File: config.mk
export PLATFORM = sky130hd
export DESIGN_NAME = hermes_out_arbiter
export DESIGN_NICKNAME = d
export VERILOG_FILES = /design/src/rtl/hermes_pkg.sv /design/src/rtl/hermes_rr_arbiter.sv /design/src/rtl/hermes_out_arbiter.sv
export SDC_FILE = /design/constraint.sdc
export NUM_CORES = 1
export LEC_CHECK = 0
export ABC_CLOCK_PERIOD_IN_PS = 4100
export CAP_MARGIN = 10
export CORE_UTILIZATION = 49
export DETAILED_ROUTE_END_ITERATION = 16
export HOLD_SLACK_MARGIN = 0.06
export PLACE_DENSITY = 0.82
export SETUP_SLACK_MARGIN = 0.4
export SLEW_MARGIN = 20
export SYNTH_ARGS = -nofsm -noshare
export SYNTH_HDL_FRONTEND = slang
export SYNTH_SLANG_ARGS = --single-unit
File: constraint.sdc
create_clock -name clock -period 4.1 [get_ports clock]
set_input_delay 0.615 -clock clock [delete_from_list [all_inputs] [get_ports clock]]
set_output_delay 0.615 -clock clock [all_outputs]
set_load 0.005 [all_outputs]
File: src/rtl/hermes_pkg.sv
// Shared constants and types for the Hermes router output arbiter.
// Port index constants match the router's EAST/WEST/NORTH/SOUTH/LOCAL order.
package hermes_pkg;

    localparam int FLIT_WIDTH = 16;
    localparam int NPORT      = 5;

    localparam int EAST  = 0;
    localparam int WEST  = 1;
    localparam int NORTH = 2;
    localparam int SOUTH = 3;
    localparam int LOCAL = 4;

    typedef enum logic [1:0] {
        IDLE,
        HEADER,
        SIZE,
        PAYLOAD
    } arb_state_t;

endpackage

File: src/rtl/hermes_rr_arbiter.sv
// Combinational round-robin picker: first requester after 'last',
// wrapping modulo NPORT; gnt is one-hot, valid flags any request.
module hermes_rr_arbiter #(
    parameter int NPORT = 5,
    parameter int LW    = 3
) (
    input  logic [NPORT-1:0] req,
    input  logic [LW-1:0]    last,
    output logic [NPORT-1:0] gnt,
    output logic             valid
);

    // scan NPORT slots starting just after the previous owner
    always_comb begin
        int j;
        j     = 0;
        gnt   = '0;
        valid = 1'b0;
        for (int k = 1; k <= NPORT; k++) begin
            j = int'(last) + k;
            if (j >= NPORT) j = j - NPORT;
            if (!valid && req[j]) begin
                gnt[j] = 1'b1;
                valid  = 1'b1;
            end
        end
    end

endmodule

File: src/rtl/hermes_out_arbiter.sv
// Packet-level round-robin arbiter for one Hermes output link.
// Optional stall abort: define HERMES_ARB_TIMEOUT_EN.
module hermes_out_arbiter #(
    parameter int NPORT      = hermes_pkg::NPORT,
    parameter int FLIT_WIDTH = hermes_pkg::FLIT_WIDTH,
    parameter int TIMEOUT    = 256
) (
    input  logic                        clock,
    input  logic                        reset,
    input  logic [NPORT-1:0]            in_avail,
    input  logic [NPORT*FLIT_WIDTH-1:0] in_data,
    output logic [NPORT-1:0]            in_credit,
    output logic                        tx_avail,
    output logic [FLIT_WIDTH-1:0]       tx_data,
    input  logic                        tx_credit,
    output logic [NPORT-1:0]            grant,
    output logic                        busy,
    output logic                        err
);

    import hermes_pkg::*;

    localparam int LW = (NPORT > 1) ? $clog2(NPORT) : 1;

    arb_state_t            state;
    logic [NPORT-1:0]      grant_q;
    logic [LW-1:0]         last;
    logic [FLIT_WIDTH-1:0] count;
    logic [LW-1:0]         gidx;
    logic [LW-1:0]         pidx;
    logic [NPORT-1:0]      pick;
    logic                  pick_v;
    logic                  xfer;
    logic                  abort;

    hermes_rr_arbiter #(
        .NPORT (NPORT),
        .LW    (LW)
    ) u_rr (
        .req   (in_avail),
        .last  (last),
        .gnt   (pick),
        .valid (pick_v)
    );

    assign grant = grant_q;
    assign busy  = (state != IDLE);
    assign xfer  = tx_avail & tx_credit;

    // one-hot to index for the current owner and the new pick
    always_comb begin
        gidx = '0;
        pidx = '0;
        for (int i = 0; i < NPORT; i++) begin
            if (grant_q[i]) gidx = LW'(i);
            if (pick[i])    pidx = LW'(i);
        end
    end

    // mux the owner's flit out and route the credit back to it
    always_comb begin
        tx_avail  = 1'b0;
        tx_data   = '0;
        in_credit = '0;
        if (busy) begin
            tx_avail        = in_avail[gidx];
            tx_data         = in_data[int'(gidx)*FLIT_WIDTH +: FLIT_WIDTH];
            in_credit[gidx] = tx_credit;
        end
    end

`ifdef HERMES_ARB_TIMEOUT_EN
    localparam int SW = $clog2(TIMEOUT + 1);

    logic [SW-1:0] stall_cnt;
    logic          err_q;

    assign abort = busy && !tx_avail
                   && (stall_cnt == SW'(TIMEOUT - 1));
    assign err   = err_q;

    // count owner-starved cycles; backpressure alone never counts
    always_ff @(posedge clock or negedge reset) begin
        if (!reset) begin
            stall_cnt <= '0;
            err_q     <= 1'b0;
        end else begin
            err_q <= abort;
            if (!busy || xfer || abort)
                stall_cnt <= '0;
            else if (!tx_avail)
                stall_cnt <= stall_cnt + 1'b1;
        end
    end
`else
    assign abort = 1'b0;
    assign err   = 1'b0;
`endif

    // packet FSM: arbitrate, then hold grant for header, size, payload
    always_ff @(posedge clock or negedge reset) begin
        if (!reset) begin
            state   <= IDLE;
            grant_q <= '0;
            last    <= LW'(NPORT - 1);
            count   <= '0;
        end else if (abort) begin
            state   <= IDLE;
            grant_q <= '0;
        end else begin
            unique case (state)
                IDLE: begin
                    if (pick_v) begin
                        grant_q <= pick;
                        last    <= pidx;
                        state   <= HEADER;
                    end
                end
                HEADER: begin
                    if (xfer) state <= SIZE;
                end
                SIZE: begin
                    if (xfer) begin
                        count <= tx_data;
                        if (tx_data == '0) begin
                            state   <= IDLE;
                            grant_q <= '0;
                        end else begin
                            state <= PAYLOAD;
                        end
                    end
                end
                PAYLOAD: begin
                    if (xfer) begin
                        count <= count - 1'b1;
                        if (count == FLIT_WIDTH'(1)) begin
                            state   <= IDLE;
                            grant_q <= '0;
                        end
                    end
                end
                default: begin
                    state   <= IDLE;
                    grant_q <= '0;
                end
            endcase
        end
    end

endmodule

==> results by group, run 1 <==
Run status
  – Outcome: finished clean

Logic synthesis
  – Count of unique library cells instantiated by Yosys: 81
  – Post-synthesis compound-gate area fraction: 32.9%
  – Yosys reg bits: 26
  – Portion of netlist area occupied by mux cells: 8.89%
  – Mean post-synth cell area: 7.19 sq um
  – Fraction of registers with async set/reset: 100%
  – Synth Area in XOR/XNOR: 0.662%
  – Adder-Cell Fraction of Synth Area: 6.81%
  – Top cell types by occurrence after synthesis: sky130_fd_sc_hd__a21oi_1 (48), sky130_fd_sc_hd__nand2_1 (46), sky130_fd_sc_hd__nor2_1 (43)
  – Post-synth EDFFs: 0
  – Ranking of synthesized cells by area: sky130_fd_sc_hd__dfrtp_1 (16%), sky130_fd_sc_hd__ha_1 (6.3%), sky130_fd_sc_hd__a21oi_1 (6.1%)
  – Share of Yosys cell area claimed by the top area cell type: 15.8%
  – Synthesis Warnings: 0
  – Post-synth top flop: sky130_fd_sc_hd__dfrtp_1
  – Largest area contributor in the netlist: sky130_fd_sc_hd__dfrtp_1
  – Net count of the mapped netlist: 661
  – Register area share after synthesis: 16.4%
  – Combinational family with the most area after synthesis: compound AO/OA/AOI/OAI gates
  – Count leader, synth: sky130_fd_sc_hd__a21oi_1
  – Area fraction in and, or, nand and nor cells after synthesis: 27.1%
  – Netlist Area Pre-Place: 0.00397 sq mm
  – Cells after Synth: 552

Final layout
  – Number of nets at the end of the flow: 776
  – ANT cells: 0
  – Fraction of final layout cells with drive strength greater than 1: 10.1%
  – Area Growth Syn to Fin: 36.2%

Routing
  – Post-DR wirelength/cell: 19.1 microns
  – Per-cell via count in the routed design: 6.29
  – Post-route antenna net violation count: 0
  – Routed vias: 4834
  – TritonRoute pass-1 iters: 5
  – Number of DRC violations after detailed routing: 0
  – Initial DRC count: 478
  – Final routed wirelength across all metal layers: 14.6 mm

Timing
  – Setup repair after global routing missed its margin: no
  – Final max-slew violation count: 0
  – Endpoints failing hold: 0
  – Final count of negative-setup-slack endpoints: 0
  – Achievable clock frequency: 276 MHz
  – Remaining max-slew budget at the tightest pin: 49.6%
  – Max Clock Skew: 0.00448 ns
  – Tightest Pin Transition: 0.754 ns
  – Setup Total Neg Slack: 0 ns
  – Final period utilization: 88.4%
  – Final critical-path required period: 3.63 ns

GRT
  – Vias in the first global route: 4579
  – Layer carrying the most global-route usage: met2
  – Met3 GRT Util: 4.81%
  – Met1 track demand over resource in global routing: 44.9%
  – Total gr overflow: 0
  – Met2 capacity usage during global routing: 57.3%
  – Antenna violations before repair: 0
  – Total GRT Usage: 33.9%
  – Pin count of the biggest net entering global routing: 42
  – Global-route wire length before repair: 23.0 mm

Critical path
  – CP delay by family, top: simple AND/OR/NAND/NOR gates
  – Critical-path cell with the highest stage delay: sky130_fd_sc_hd__or4_4
  – CP Launch Type: primary input
  – Data arrival time at the worst-slack endpoint: 3.79 ns
  – Worst Reg2Reg Path Length in Cells: 12
  – Required time of the critical path: 4.27 ns
  – Launch point of the worst reg-to-reg path: last[1]
  – Largest stage delay, worst path: 0.59 ns
  – Critical path buffers and inverters: 1
  – Terminus of the critical flop-to-flop path: last[0]
  – Series of cell instances along the critical path: clkdlybuf4s50_1 > mux2_4 > o211ai_1 > a221oi_1 > or4_4 > or4b_1 > or4b_4 > nand2_2 > o2111ai_4 > a22o_1
  – Flop-to-flop setup slack: 0.60 ns
  – Worst setup path category: primary input to flop
  – Kind of end point of the critical path: flop
  – Critical Path Fanout Max: 5
  – Critical Path Source: in_data[3]

Clock tree
  – TritonCTS clock tree: built
  – Clock transition at the registers of the reported paths: 0.09 ns
  – Clock buffers created by TritonCTS: 3
  – Hold_buf cts: 0
  – Latest clock arrival within the worst-skew pair: 0.28 ns
  – Clock Tree Buf Depth: 2
  – Number of sinks on the clock net: 26
  – CTS root buf: sky130_fd_sc_hd__clkbuf_8
  – Number of H-tree levels: 1

Placed design
  – HPWL Detailed: 11.3 mm
  – Placer's final routability congestion estimate: 0.956
  – Number of buffer cells added on primary ports: 115

Floorplanning
  – Number of top-level pins: 117
  – Die Height: 92.0 microns
  – Number of core rows: 32
  – Initial cell density of the core: 51.1%
  – Width of the die: 92.0 microns
  – Die footprint: 0.00846 sq mm
  – Core area: 0.00777 sq mm

Power
  – Static leakage: 2.12 nW
  – Areal power density over the cells: 813 mW/mm^2
  – Overall power: 4.40 mW
  – Worst vdd rail ir drop: 0.493 mV

Run
  – Max Cap Viol: 0

Min path
  – Worst min-delay path class: primary input to async pin
-- layer usage --
metal	vias up	wire [microns]
li1	2292	-
met1	2258	6060
met2	259	6830
met3	25	1430
met4	0	329
met5	-	0
-- layout by cell type, fill, tap and decap left out, types with 4 or more instances in the layout --
cell and instances:
sky130_fd_sc_hd__and3_1 7, sky130_fd_sc_hd__a21oi_1 48, sky130_fd_sc_hd__nor2b_1 11, sky130_fd_sc_hd__o22ai_1 10
sky130_fd_sc_hd__a21o_1 4, sky130_fd_sc_hd__dfrtp_1 23, sky130_fd_sc_hd__nor4_1 8, sky130_fd_sc_hd__nand2_1 46
sky130_fd_sc_hd__clkdlybuf4s50_1 114, sky130_fd_sc_hd__nor2_1 43, sky130_fd_sc_hd__nand3_1 11, sky130_fd_sc_hd__mux2i_1 21
sky130_fd_sc_hd__ha_1 18, sky130_fd_sc_hd__nand4_1 5, sky130_fd_sc_hd__nor3b_1 7, sky130_fd_sc_hd__mux2_1 6
sky130_fd_sc_hd__nand2b_1 23, sky130_fd_sc_hd__nor3_1 18, sky130_fd_sc_hd__inv_1 25, sky130_fd_sc_hd__o21ai_1 10
sky130_fd_sc_hd__o211ai_1 13, sky130_fd_sc_hd__buf_4 32, sky130_fd_sc_hd__o211a_1 4, sky130_fd_sc_hd__or3_1 5
sky130_fd_sc_hd__a22o_1 5, sky130_fd_sc_hd__a31oi_1 6, sky130_fd_sc_hd__a211oi_1 4, sky130_fd_sc_hd__inv_2 6
sky130_fd_sc_hd__and2_1 4, sky130_fd_sc_hd__a221oi_1 10, sky130_fd_sc_hd__o21ai_0 33
-- worst register-to-register path, stage by stage (launching register included) --
cell	delay, ns
sky130_fd_sc_hd__dfrtp_1	0.45
sky130_fd_sc_hd__clkinvlp_4	0.22
sky130_fd_sc_hd__ha_1	0.24
sky130_fd_sc_hd__ha_2	0.34
sky130_fd_sc_hd__and3_1	0.21
sky130_fd_sc_hd__mux4_2	0.50
sky130_fd_sc_hd__a2111oi_0	0.38
sky130_fd_sc_hd__buf_4	0.20
sky130_fd_sc_hd__nor3_1	0.05
sky130_fd_sc_hd__o21ai_1	0.15
sky130_fd_sc_hd__o311a_1	0.25
sky130_fd_sc_hd__o2111ai_1	0.13
sky130_fd_sc_hd__mux2_2	0.29
-- stage by stage --
step                      util, %  setup slack (ns)  instances  hold WS (ns)  instance area [sq um]
after global routing         69.6             0.403        768         0.348                   5400
final                        69.6             0.475        768         0.329                   5400
after detailed placement     68.1             0.197        759         0.501                   5290
after CTS                    68.7             0.470        763         0.339                   5340
after global placement       68.2             0.245        759         0.488                   5300
after floorplan                 -             0.504        552         0.319                   3970
-- flip-flops by register name (all words and copies together) (netlist names) --
name   flops
count     16
grant      5
last       3
state      2
-- cell families (layout without fill, tap and decap cells) --
logic type | after synthesis | count (layout)
compound gates | 192 | 192
xor+xnor | 3 | 3
fa+ha+maj | 21 | 21
buf+inv | 71 | 185
flops | 26 | 26
mux | 32 | 32
other cells | 1 | 1
simple gates | 206 | 206
-- power by group --
part           total (mW)  internal [mW]  switching (mW)
Combinational        3.72           1.64            2.08
Clock               0.153         0.0698          0.0836
Sequential          0.524          0.369           0.155
Total                4.40           2.08            2.32
-- what timing repair did --
| item | CTS | global route |
|---|---|---|
| setup buffers | 0 | 4 |
| endpoints found under the setup margin | 1 | 6 |
| cloned | 0 | 1 |
| gates resized for setup | 1 | 8 |
| pin swaps | 0 | 0 |
-- final cells by class --
| type | instances | area (sq um) |
|---|---|---|
| clock buffers | 4 | 45.0 |
| fillers | 677 | 2360 |
| inverters | 33 | 128 |
| multi-input cells | 455 | 3060 |
| flip-flops and latches | 26 | 654 |
| well taps | 102 | 128 |
| repair buffers | 147 | 1390 |
| repair inverters | 1 | 5.00 |
-- worst max path at each step --
stage,endpoint,slack (ns),cells past startpoint
floorplan,last[0],0.50,13
global placement,grant[2],0.24,10
detailed placement,grant[2],0.20,10
CTS,grant[2],0.47,10
global route,grant[1],0.40,10
finish,grant[2],0.47,10
(Power assumes the default switching activity.)
==> run 2: changes to the inputs <==
- CORE_MARGIN: unset -> 1.5
- RECOVER_POWER: unset -> 50
- SLEW_MARGIN: 20 -> unset
==> results by group, run 2 (synthesized netlist as in run 1, its figures left out) <==
GRT
  – Pin count of the biggest net entering global routing: 42 (unchanged)
  – Total GRT Usage: 32.6% (-1.3 points)
  – Global-route wire length before repair: 22.4 mm (-2.4%)
  – Antenna violations before repair: 0 (unchanged)
  – Vias in the first global route: 4462 (-2.6%)
  – Total gr overflow: 0 (unchanged)

Routing
  – Post-DR wirelength/cell: 18.9 microns (-0.66%)
  – Final routed wirelength across all metal layers: 14.4 mm (-1.6%)
  – Initial DRC count: 377 (-21%)
  – Post-route antenna net violation count: 0 (unchanged)
  – Number of DRC violations after detailed routing: 0 (unchanged)
  – Per-cell via count in the routed design: 6.48 (+2.9%)
  – TritonRoute pass-1 iters: 5 (unchanged)
  – Routed vias: 4930 (+2.0%)

Clock tree
  – Number of H-tree levels: 1 (unchanged)
  – Latest clock arrival within the worst-skew pair: 0.28 ns (about the same)
  – Clock transition at the registers of the reported paths: 0.09 ns (about the same)
  – Number of sinks on the clock net: 26 (unchanged)
  – Clock Tree Buf Depth: 2 (unchanged)
  – Hold_buf cts: 0 (unchanged)
  – TritonCTS clock tree: built
  – Clock buffers created by TritonCTS: 3 (unchanged)
  – CTS root buf: sky130_fd_sc_hd__clkbuf_8

Power
  – Switching share of power: 52.4% (-0.30 points)
  – Sequential power share: 12.0% (about the same)
  – Worst vdd rail ir drop: 0.583 mV (+18%)
  – Comb pwr share: 83.1% (-1.5 points)
  – Power dissipated by switching net loads: 2.30 mW (-0.94%)
  – Static leakage: 2.11 nW (-0.85%)
  – Areal power density over the cells: 814 mW/mm^2 (about the same)
  – Pint: 2.08 mW (+0.25%)
  – Overall power: 4.38 mW (-0.38%)
  – Clock network power share: 4.9% (+1.4 points)

Critical path
  – Critical-path cell with the highest stage delay: sky130_fd_sc_hd__nor2_1
  – Number of cells on the critical path: 9 (-1)
  – Data arrival time at the worst-slack endpoint: 3.87 ns (+0.08 ns)
  – Largest stage delay, worst path: 0.57 ns (-0.02 ns)
  – Flop-to-flop setup slack: 0.40 ns (-0.20 ns)
  – Worst Reg2Reg Path Length in Cells: 9 (-3)
  – Critical Path Fanout Max: 15 (+10)
  – Worst setup path category: flop to flop
  – Critical path buffers and inverters: 1 (unchanged)
  – CP delay by family, top: simple AND/OR/NAND/NOR gates
  – CP Launch Type: flop
  – Kind of end point of the critical path: flop
  – Required time of the critical path: 4.27 ns (about the same)
  – Series of cell instances along the critical path: nor2_1 > inv_1 > o211ai_1 > or4b_1 > nor4_1 > or4b_4 > nand2_2 > o2111ai_4 > a22o_1

Final layout
  – ANT cells: 0 (unchanged)
  – Non-filler instance count after layout: 761 (-0.91%)
  – Number of flip-flops under the largest register name: 16 (unchanged)
  – Most common cell after layout, fill and taps aside: sky130_fd_sc_hd__clkdlybuf4s50_1
  – Fraction of final layout cells with drive strength greater than 1: 8.04% (-2.0 points)
  – Number of nets at the end of the flow: 769 (-0.90%)
  – Final standard cell utilization of the core: 69.3% (-0.27 points)
  – Area Growth Syn to Fin: 35.7%
  – Top register by number of flip-flops: count
  – Most used cells in the layout excluding fill and tap cells: sky130_fd_sc_hd__clkdlybuf4s50_1 (110), sky130_fd_sc_hd__a21oi_1 (48), sky130_fd_sc_hd__nand2_1 (46)
  – Final standard cell area without fillers: 0.00538 sq mm (-0.39%)

Floorplanning
  – Initial cell density of the core: 51.1% (unchanged)
  – Die footprint: 0.00865 sq mm (+2.2%)
  – Die Height: 93.0 microns (+1.1%)
  – Number of top-level pins: 117 (unchanged)
  – Core area: 0.00777 sq mm (unchanged)
  – Width of the die: 93.0 microns (+1.1%)
  – Number of core rows: 32 (unchanged)

Timing
  – Tightest Pin Transition: 1.44 ns (+0.683 ns)
  – Achievable clock frequency: 271 MHz (-1.9%)
  – Setup Total Neg Slack: 0 ns (unchanged)
  – Setup repair after global routing missed its margin: yes
  – Max Clock Skew: 0.00645 ns (+0.00197 ns)
  – Endpoints failing hold: 0 (unchanged)
  – Final critical-path required period: 3.70 ns (+0.0710 ns)
  – Final period utilization: 90.2% (+1.7 points)
  – Remaining max-slew budget at the tightest pin: 4.22% (-45 points)
  – Worst hold margin: 0.519 ns (+0.190 ns)
  – Final count of negative-setup-slack endpoints: 0 (unchanged)
  – Final max-slew violation count: 0 (unchanged)
  – Worst setup slack after layout: 0.403 ns (-0.0710 ns)

Run status
  – Outcome: finished clean

Placed design
  – Standard cell area after detailed placement: 0.00524 sq mm (-0.90%)
  – Placer's final routability congestion estimate: 0.982 (+2.8%)
  – Dpl ws: 0.228 ns (+0.0311 ns)
  – Placed Cells incl. Taps: 752 (-0.92%)
  – HPWL Detailed: 11.1 mm (-2.0%)
  – Number of buffer cells added on primary ports: 115 (unchanged)

Min path
  – Hold Path Depth: 2
  – Worst min-delay path class: flop to flop

Run
  – Max Cap Viol: 0 (unchanged)
## run 2: area by class of cell
class | count | area [sq um]
inverters | 33 | 128
clock buffers | 3 | 41.3
clock inverters | 1 | 30.0
repair buffers | 140 | 1330
multi-input cells | 455 | 3070
flip-flops and latches | 26 | 652
well taps | 102 | 128
repair inverters | 1 | 5.00
fillers | 644 | 2380
## run 2: power groups by stage
| stage | logic, mW | clock network (mW) | registers (mW) |
|---|---|---|---|
| after floorplan | 2.30 | 0 | 0.461 |
| after global placement | 3.32 | 0 | 0.516 |
| after detailed placement | 3.40 | 0 | 0.523 |
| after CTS | 3.44 | 0.218 | 0.519 |
| after global routing | 3.95 | 0.226 | 0.541 |
| final | 3.64 | 0.216 | 0.526 |
## run 2: worst min-delay path: cells and delay by family (launching register included)
| family | cells | cell delay (ns) |
|---|---|---|
| AO/OA/AOI/OAI | 2 | 0.14 |
| flip-flops | 1 | 0.34 |
## run 2: path summary, 6_finish.rpt
path / start / to
worst max-delay path: state[0] / grant[1]
worst min-delay path: count[8] / count[8]
worst max register to register: state[0] / grant[1]
worst min register to register: count[8] / count[8]
max in group asynchronous: reset / state[0]
min in group asynchronous: reset / count[11]
## run 2: layer usage
metal	track usage (%)	vias to the layer above	routed length, microns
met1	42.0	2316	5740
met5	0	-	0
met3	6.34	39	1420
li1	-	2283	-
met2	54.3	292	6770
met4	11.5	0	482
## run 2: timing repair
item / 4_1_cts / 5_1_grt
endpoints found under the setup margin: 1 / 8
gates resized for setup: 2 / 9
pin swaps: 0 / 1
gates cloned: 0 / 1
setup buffers: 0 / 4
==> run 3: changes to the inputs <==
- GPL_ROUTABILITY_DRIVEN: unset -> 0
- SLEW_MARGIN: unset -> 20
==> results by group, run 3 (synthesized netlist as in run 1, its figures left out) <==
Routing
  – Post-route antenna net violation count: 0 (unchanged)
  – Initial DRC count: 495 (+31%)
  – Final routed wirelength across all metal layers: 14.5 mm (+0.87%)
  – Routed vias: 4872 (-1.2%)
  – TritonRoute pass-1 iters: 5 (unchanged)
  – Number of DRC violations after detailed routing: 0 (unchanged)
  – Post-DR wirelength/cell: 19.2 microns (+1.4%)
  – Per-cell via count in the routed design: 6.44 (-0.65%)

Timing
  – Tightest Pin Transition: 1.39 ns (-0.0484 ns)
  – Achievable clock frequency: 269 MHz (-0.56%)
  – Final max-slew violation count: 0 (unchanged)
  – Max Clock Skew: 0.00509 ns (-0.00136 ns)
  – Remaining max-slew budget at the tightest pin: 7.45% (+3.2 points)
  – Setup repair after global routing missed its margin: yes
  – Final critical-path required period: 3.72 ns (+0.0207 ns)
  – Final period utilization: 90.7% (+0.50 points)
  – Final count of negative-setup-slack endpoints: 0 (unchanged)
  – Endpoints failing hold: 0 (unchanged)
  – Worst hold margin: 0.507 ns (-0.0117 ns)
  – Setup Total Neg Slack: 0 ns (unchanged)

Power
  – Static leakage: 2.10 nW (-0.37%)
  – Comb pwr share: 83.3% (+0.2 points)
  – Pint: 2.06 mW (-0.99%)
  – Worst vdd rail ir drop: 0.576 mV (-1.2%)
  – Switching share of power: 52.8% (+0.32 points)
  – Overall power: 4.36 mW (-0.33%)
  – Clock network power share: 4.8% (about the same)
  – Sequential power share: 11.9% (about the same)
  – Areal power density over the cells: 813 mW/mm^2 (-0.12%)
  – Power dissipated by switching net loads: 2.30 mW (+0.27%)

Final layout
  – Fill cells: 668 (+3.7%)
  – FF/Latch Area: 652 sq um (unchanged)
  – Number of nets at the end of the flow: 765 (-0.52%)
  – Final standard cell area without fillers: 0.00537 sq mm (-0.21%)
  – Most used cells in the layout excluding fill and tap cells: sky130_fd_sc_hd__clkdlybuf4s50_1 (109), sky130_fd_sc_hd__a21oi_1 (48), sky130_fd_sc_hd__nand2_1 (46)
  – Area used by multi-input combinational logic: 0.00309 sq mm (+0.65%)
  – Most common cell after layout, fill and taps aside: sky130_fd_sc_hd__clkdlybuf4s50_1
  – Number of flip-flops under the largest register name: 16 (unchanged)
  – Area Growth Syn to Fin: 35.4%
  – ANT cells: 0 (unchanged)
  – Top register by number of flip-flops: count
  – Fraction of final layout cells with drive strength greater than 1: 8.40% (+0.35 points)

Run
  – Max Cap Viol: 0 (unchanged)

GRT
  – Antenna violations before repair: 0 (unchanged)
  – Global-route wire length before repair: 22.7 mm (+1.4%)
  – Total GRT Usage: 32.9% (+0.23 points)
  – Vias in the first global route: 4474 (+0.27%)
  – Pin count of the biggest net entering global routing: 42 (unchanged)
  – Total gr overflow: 0 (unchanged)

Floorplanning
  – Core area: 0.00777 sq mm (unchanged)
  – Die Height: 93.0 microns (unchanged)
  – Number of core rows: 32 (unchanged)
  – Die footprint: 0.00865 sq mm (unchanged)
  – Initial cell density of the core: 51.1% (unchanged)
  – Number of top-level pins: 117 (unchanged)
  – Width of the die: 93.0 microns (unchanged)

Critical path
  – Series of cell instances along the critical path: clkdlybuf4s50_1 > mux2_4 > o211ai_1 > a221oi_1 > or4_1 > or4b_1 > or4b_4 > nand2_2 > o2111ai_4 > a22o_1
  – Worst Reg2Reg Path Length in Cells: 9 (unchanged)
  – Critical Path Source: in_data[3]
  – Required time of the critical path: 4.27 ns (about the same)
  – Flop-to-flop setup slack: 0.48 ns (+0.08 ns)
  – CP Launch Type: primary input
  – Number of cells on the critical path: 10 (+1)
  – Largest stage delay, worst path: 0.61 ns (+0.04 ns)
  – Data arrival time at the worst-slack endpoint: 3.89 ns (+0.02 ns)
  – Worst setup path category: primary input to flop
  – Critical Path Fanout Max: 5 (-10)
  – Kind of end point of the critical path: flop
  – CP delay by family, top: simple AND/OR/NAND/NOR gates
  – Terminus of the critical flop-to-flop path: grant[2]
  – Critical-path cell with the highest stage delay: sky130_fd_sc_hd__or4_1
  – Crit path capture: grant[2]
  – Launch point of the worst reg-to-reg path: grant[1]
  – Critical path buffers and inverters: 1 (unchanged)

Clock tree
  – Number of H-tree levels: 1 (unchanged)
  – Clock Tree Buf Depth: 2 (unchanged)
  – Clock transition at the registers of the reported paths: 0.09 ns (about the same)
  – TritonCTS clock tree: built
  – Number of buffers inserted by post-CTS setup repair: 0 (unchanged)
  – Number of sinks on the clock net: 26 (unchanged)
  – Clock buffers created by TritonCTS: 3 (unchanged)
  – Latest clock arrival within the worst-skew pair: 0.27 ns (about the same)
  – CTS root buf: sky130_fd_sc_hd__clkbuf_8

Placed design
  – Number of buffer cells added on primary ports: 115 (unchanged)
  – Standard cell area after detailed placement: 0.00525 sq mm (+0.14%)
  – HPWL Detailed: 11.1 mm (+0.11%)

Min path
  – Worst min-delay path class: flop to flop

Run status
  – Outcome: finished clean
-- run 3: cell types whose count changed in the layout (fill, tap and decap cells not counted), moves of 2 or more --
cell / change
sky130_fd_sc_hd__buf_4: -3
sky130_fd_sc_hd__ha_1: -2
sky130_fd_sc_hd__inv_2: +2
sky130_fd_sc_hd__ha_2: +2
-- run 3: stage by stage --
stage          cells  worst slack [ns]  utilization (%)
2_1_floorplan    552             0.504                -
3_3_place_gp     753             0.245             67.6
3_5_place_dp     753             0.160             67.6
4_1_cts          757             0.423             68.5
5_1_grt          757             0.298             69.2
6_report         757             0.383             69.2
-- run 3: what timing repair did --
| item | 4_1_cts | 5_1_grt |
|---|---|---|
| hold buffers | 0 | 0 |
| resized for setup | 0 | 18 |
| endpoints found under the hold margin | 0 | 0 |
| endpoints found under the setup margin | 0 | 8 |
-- run 3: worst min-delay path by stage --
stage               startpoint   endpoint  slack, ns  cells past startpoint
floorplan                reset   count[0]       0.32                      0
global placement      count[8]   count[8]       0.48                      2
detailed placement    count[8]   count[8]       0.49                      2
CTS                   count[8]   count[8]       0.52                      2
global route         count[14]  count[14]       0.56                      2
finish                count[8]   count[8]       0.51                      2
-- run 3: cell type report --
cell class                      instances  area share (%)
Timing Repair Buffer                  137            24.3
Sequential cell                        26            12.1
Clock buffer                            3           0.769
Tap cell                              102            2.38
Inverter                               33            2.31
Clock inverter                          1           0.559
Multi-Input combinational cell        455            57.6
-- run 3: power by group through the flow --
stage | combinational (mW) | clock (mW) | sequential, mW
after detailed placement | 3.43 | 0 | 0.517
after CTS | 3.45 | 0.216 | 0.513
after global routing | 3.94 | 0.222 | 0.538
after floorplan | 2.30 | 0 | 0.461
after global placement | 3.34 | 0 | 0.510
final | 3.63 | 0.211 | 0.519
-- run 3: worst register-to-register path: cells and delay by family, from the launching register on --
| family | cells | cell delay [ns] |
|---|---|---|
| flip-flops | 1 | 0.59 |
| multiplexers | 1 | 0.34 |
| AND/OR/NAND/NOR | 4 | 1.78 |
| AO/OA/AOI/OAI | 4 | 0.81 |
-- run 3: layer usage --
layer / GRT usage [%] / share of wire [%]
met2: 53.4 / 46
met1: 43.1 / 40
met5: 0 / 0
met3: 6.18 / 9.8
met4: 12.5 / 4.3
